$ cat src/rtl/vga_sprite_render.sv
// vga_sprite_render: pixel-colour stage that draws one ROM-backed sprite over a flat background
//
// Ports:
//   CLK, RESET_N            pixel clock, asynchronous active-low reset
//   hc, vc, is_blanking     raster position and blanking from the timing generator
//   hsync_in, vsync_in      active-low syncs aligned with hc/vc
//   obj_x, obj_y, obj_en    sprite position/enable, sampled once per frame
//   spr_addr, spr_data      synchronous texel ROM (1-cycle latency), {row,col} addressing
//   red, green, blue        12-bit pixel colour, 3 cycles behind hc/vc
//   hsync_out, vsync_out    syncs delayed to match the colour pipeline
//   frame_tick, frame_count pulse and wrapping count of sprite-position loads
module vga_sprite_render #(
    parameter int          SPR_W       = 16,
    parameter int          SPR_H       = 16,
    parameter logic [11:0] BG_COLOR    = 12'h008,
    parameter logic [11:0] TRANSPARENT = 12'hF0F,
    parameter int          H_VISIBLE   = 640,
    parameter int          V_VISIBLE   = 480
) (
    input  logic        CLK,
    input  logic        RESET_N,
    input  logic [9:0]  hc,
    input  logic [9:0]  vc,
    input  logic        is_blanking,
    input  logic        hsync_in,
    input  logic        vsync_in,
    input  logic [9:0]  obj_x,
    input  logic [9:0]  obj_y,
    input  logic        obj_en,
    output logic [7:0]  spr_addr,
    input  logic [11:0] spr_data,
    output logic [3:0]  red,
    output logic [3:0]  green,
    output logic [3:0]  blue,
    output logic        hsync_out,
    output logic        vsync_out,
    output logic        frame_tick,
    output logic [7:0]  frame_count
);
    logic [9:0]  x_s, y_s;
    logic        en_s;
    logic [10:0] dx, dy;
    logic        load, hit;
    logic        blank1, blank2, hit1, hit2;
    logic [2:0]  hs_d, vs_d;
    logic [11:0] rgb;

    // Position is latched in the first blanked line so a whole frame uses one position.
    assign load = hc == 10'd0 && {1'b0, vc} == 11'(V_VISIBLE);
    // 11-bit differences: hc < x_s never wraps into a small positive offset.
    assign dx   = {1'b0, hc} - {1'b0, x_s};
    assign dy   = {1'b0, vc} - {1'b0, y_s};
    assign hit  = en_s && !is_blanking
                  && hc >= x_s && dx < 11'(SPR_W) && {1'b0, hc} < 11'(H_VISIBLE)
                  && vc >= y_s && dy < 11'(SPR_H) && {1'b0, vc} < 11'(V_VISIBLE);

    assign {red, green, blue} = rgb;
    assign hsync_out = hs_d[2];
    assign vsync_out = vs_d[2];

    always_ff @(posedge CLK or negedge RESET_N) begin
        if (!RESET_N) begin
            x_s         <= '0;
            y_s         <= '0;
            en_s        <= 1'b0;
            frame_tick  <= 1'b0;
            frame_count <= '0;
            spr_addr    <= '0;
            blank1      <= 1'b0;
            blank2      <= 1'b0;
            hit1        <= 1'b0;
            hit2        <= 1'b0;
            hs_d        <= 3'b111;
            vs_d        <= 3'b111;
            rgb         <= '0;
        end else begin
            if (load) begin
                x_s  <= obj_x;
                y_s  <= obj_y;
                en_s <= obj_en;
            end
            frame_tick  <= load;
            frame_count <= frame_count + {7'd0, load};
            // Offsets are below SPR_W/SPR_H on a hit, so their upper bits are already zero.
            if (hit)
                spr_addr <= {dy[3:0], dx[3:0]};
            blank1 <= is_blanking;
            hit1   <= hit;
            blank2 <= blank1;
            hit2   <= hit1;
            hs_d   <= {hs_d[1:0], hsync_in};
            vs_d   <= {vs_d[1:0], vsync_in};
            rgb    <= blank2 ? 12'h000 : (hit2 && spr_data != TRANSPARENT) ? spr_data : BG_COLOR;
        end
    end
endmodule

$ cat config.mk
export PLATFORM = sky130hd
export DESIGN_NAME = vga_sprite_render
export DESIGN_NICKNAME = d
export VERILOG_FILES = /design/src/rtl/vga_sprite_render.sv
export SDC_FILE = /design/constraint.sdc
export NUM_CORES = 1
export LEC_CHECK = 0
export ABC_AREA = 1
export CAP_MARGIN = 0
export CORE_ASPECT_RATIO = 1.2
export CORE_MARGIN = 3
export CORE_UTILIZATION = 28
export DETAILED_ROUTE_END_ITERATION = 12
export SYNTH_ARGS = -nofsm -noshare
export SYNTH_HDL_FRONTEND = slang
export SYNTH_SLANG_ARGS = --single-unit
$ cat constraint.sdc
create_clock -name CLK -period 4.9 [get_ports CLK]
set_clock_uncertainty 0.15 [all_clocks]
set_input_delay 0.98 -clock CLK [delete_from_list [all_inputs] [get_ports CLK]]
set_output_delay 0.98 -clock CLK [all_outputs]
set_load 0.01 [all_outputs]
==> results by group <==
Run status
  • Outcome: complete, no violations

Critical path
  • CP Buf/Inv Count: 3
  • Crit Reg-Reg Endpoint: spr_addr[2]
  • Worst EP arrival: 3.92 ns
  • WS Path Type: in -> reg
  • Cell Chain, Critical Path: clkdlybuf4s50_1 > or4_1 > nor4_1 > nand3_1 > buf_4 > inv_2 > ha_1 > nand3_1 > nor3_1 > nand3_1 > xnor2_1
  • Slowest cell on the critical path: or4_1
  • Worst reg-to-reg setup slack: 2.37 ns
  • WP data required: 4.96 ns
  • CP max stage delay: 0.54 ns
  • RR Startpoint: x_s[0]
  • Reg2reg path depth: 15
  • Crit. End Element: flop
  • Top Family by Delay on Critical Path: simple AND/OR/NAND/NOR gates
  • Crit-path most repeated cell: nand3_1
  • CP Max Fanout: 23
  • Startpoint Class: input pin

Floorplan
  • Num ports: 89
  • Die ar.: 0.0143 mm2
  • Die H: 130 um
  • Core Area: 0.0123 mm2
  • Die span in x: 110 um
  • Row count: 44
  • Starting density of the core: 29.3%

Final layout
  • Final core utilization: 40.5%
  • Diodes inserted: 0
  • Final #Nets: 653
  • Fillers: 1273
  • Register area: 0.00151 mm2
  • Multi-input logic area: 0.00171 mm2
  • Syn-to-layout area delta: 38.1%
  • Layout cells sized above 1: 7.99%

STA
  • Setup-failing EPs final: 0
  • Setup TNS after final layout: 0 ns
  • Worst Slack Setup Final: 1.04 ns
  • Crit path time final: 3.86 ns
  • Slew HR: 58.1%
  • Final Hold Viols: 0
  • Tightest Pin Transition: 0.629 ns
  • Slew Viols, Final: 0
  • RSZ-0062 raised after global routing: no
  • Fin crit share: 78.8%
  • Max Freq: 259 MHz

Route
  • Final Routed Wirelength: 9190 um
  • Average routed wire per standard cell: 12.5 um
  • Drt pass-1 iters: 4
  • Remaining antenna violation count: 0
  • Drt initial violations: 170
  • Post-route DRC violation count: 0
  • Routed vias: 3167
  • Vias/cell: 4.30

Clock tree
  • Hold-fix buffers at CTS: 0
  • Total CTS buffers: 9
  • TritonCTS Sinks: 60
  • Root Driver: clkbuf_16
  • H-tree depth: 3
  • CTS tree: built
  • Post-cts sizing count: 0
  • Clock-pin slew on the worst setup and hold paths: 0.05 ns
  • CTS max path bufs: 2
  • Setup Buffers After CTS: 0
  • Latest clock arrival within the worst-skew pair: 0.32 ns

Global route
  • GR Util All Layers: 13.6%
  • GRT Residual Overflow: 0
  • Antenna violations before repair: 0
  • First-pass GRT wire length: 15200 um
  • Pin count of the biggest net entering global routing: 34
  • Vias in the first global route: 3274

Worst hold path
  • Worst hold path depth: 0
  • Endpoint, Worst Hold: blank2
  • HP Class: reg -> reg
  • Hold Crit Start: blank1

Synthesis
  • Yosys cell types: 37
  • Async SR Flop Fraction: 100%
  • Post-synth EDFFs: 0
  • Seq/Total Area, Yosys: 41.8%
  • Seq cells post-synth: 60
  • Synth top area share: 37.4%
  • Synth Warn #: 0
  • Area contributors post-synth: dfrtp_1 (37%), nand2_1 (18%), inv_1 (9.5%)
  • Leading area contributor after synthesis: dfrtp_1
  • Synthesized area per cell: 7.59 um2
  • Synth Instances: 476
  • Post-Syn Nets: 558
  • Main synth FF type: dfrtp_1
  • Mapped Area: 0.00361 mm2

Place
  • HPWL after detailed placement: 7590 um
  • Routability congestion estimate from global placement: 0.849
  • Number of port buffers: 88
  • Post-place setup slack: 0.655 ns

Pwr
  • Design Power: 1.35 mW
  • Pwr dens: 270 mW/mm2
  • P_leak: 2.61 nW
  • Maximum VDD drop: 0.000143 V

Job
  • Max cap viols: 0
[report_power, final]
part | leakage (nW) | internal (mW) | switching [mW]
clock | 0.144 | 0.446 | 0.234
sequential | 0.759 | 0.501 | 0.00107
combinational | 1.71 | 0.0775 | 0.0878
[final cells by class]
| type | instances | area share (%) |
|---|---|---|
| multi-input cells | 316 | 34.3 |
| flip-flops and latches | 60 | 30.2 |
| repair buffers | 90 | 17.9 |
| inverters | 94 | 7.07 |
| clock buffers | 9 | 4.51 |
| well taps | 161 | 4.04 |
| clock inverters | 7 | 1.98 |
[synth_stat cells (2+ instances only)]
library cell and count:
buf_4 2, nor4_1 5, nor2_8 2, dfstp_2 6
o21ai_0 2, nand2_2 2, nand4_1 4, nor3_1 2
ha_1 22, dfrtp_1 54, nor2_4 2, fa_1 2
xor2_1 7, xnor2_1 3, nand3b_1 3, nand3_1 32
a21oi_1 11, nor2_2 4, buf_2 2, inv_1 91
nor2_1 28, nand3_2 3, nand2_1 171, inv_2 3
[per-layer routing]
layer	global-route usage, %	wire length [um]	vias up
met5	0	0	-
met4	3.74	126	0
met3	3.29	362	9
met2	24.7	4780	58
met1	15.9	3920	1458
li1	-	-	1642
[through the flow]
step	std cells	area, um2	hold slack (ns)
after floorplan	476	3610	0.181
after global placement	721	4660	0.187
after detailed placement	721	4660	0.189
after CTS	737	4990	0.201
after global routing	737	4990	0.200
final	737	4990	0.199
[placed cells by master (no fill, tap or decap), drive strengths merged, types with 4 or more instances in the layout]
master         instances
ha                    22
dfrtp                 54
nand2                174
clkdlybuf4s50         87
nand3                 35
inv                   95
nor2                  36
xnor2                  4
dfstp                  6
nand4                  5
clkinvlp               4
clkbuf                 9
xor2                   7
a21oi                 13
nor4                   5
[worst register-to-register path: stages (launching register included)]
cell and delay (ns):
dfrtp_1 0.39, ha_1 0.22, fa_1 0.40, inv_1 0.11, nand2_1 0.07, nand2_1 0.10
nand3_1 0.07, nand2_1 0.10, nand3_1 0.11, nor2_2 0.16, nand4_4 0.13, nor2_8 0.19
nand2_4 0.11, nand2_1 0.08, nand2_1 0.05, inv_1 0.04
[logic make-up after synthesis]
| logic type | synth area share, % |
|---|---|
| AOI/OAI and AO/OA | 2.94 |
| xor gates and xnor gates | 2.88 |
| adders and majority gates | 8.73 |
| buffers and inverters | 10.9 |
| DFF | 41.8 |
| and+or+nand+nor | 32.8 |
[state kept, by name (all words and copies together) (netlist names), 3 cells and up]
register     count
rgb             12
spr_addr         8
hs_d             3
frame_count      8
y_s             10
vs_d             3
x_s             10
[how the worst max path moves through the flow]
stage          cells past startpoint              to   from  slack [ns]
6_report                          11  frame_count[7]  hc[3]        1.04
5_1_grt                           11  frame_count[7]  hc[3]        0.84
4_1_cts                           11  frame_count[7]  hc[3]         1.0
3_5_place_dp                      11  frame_count[7]  hc[3]        0.65
3_3_place_gp                      11  frame_count[7]  hc[3]        0.73
2_1_floorplan                     10  frame_count[7]  hc[3]        1.84
Power figures use the tool's default switching activity.
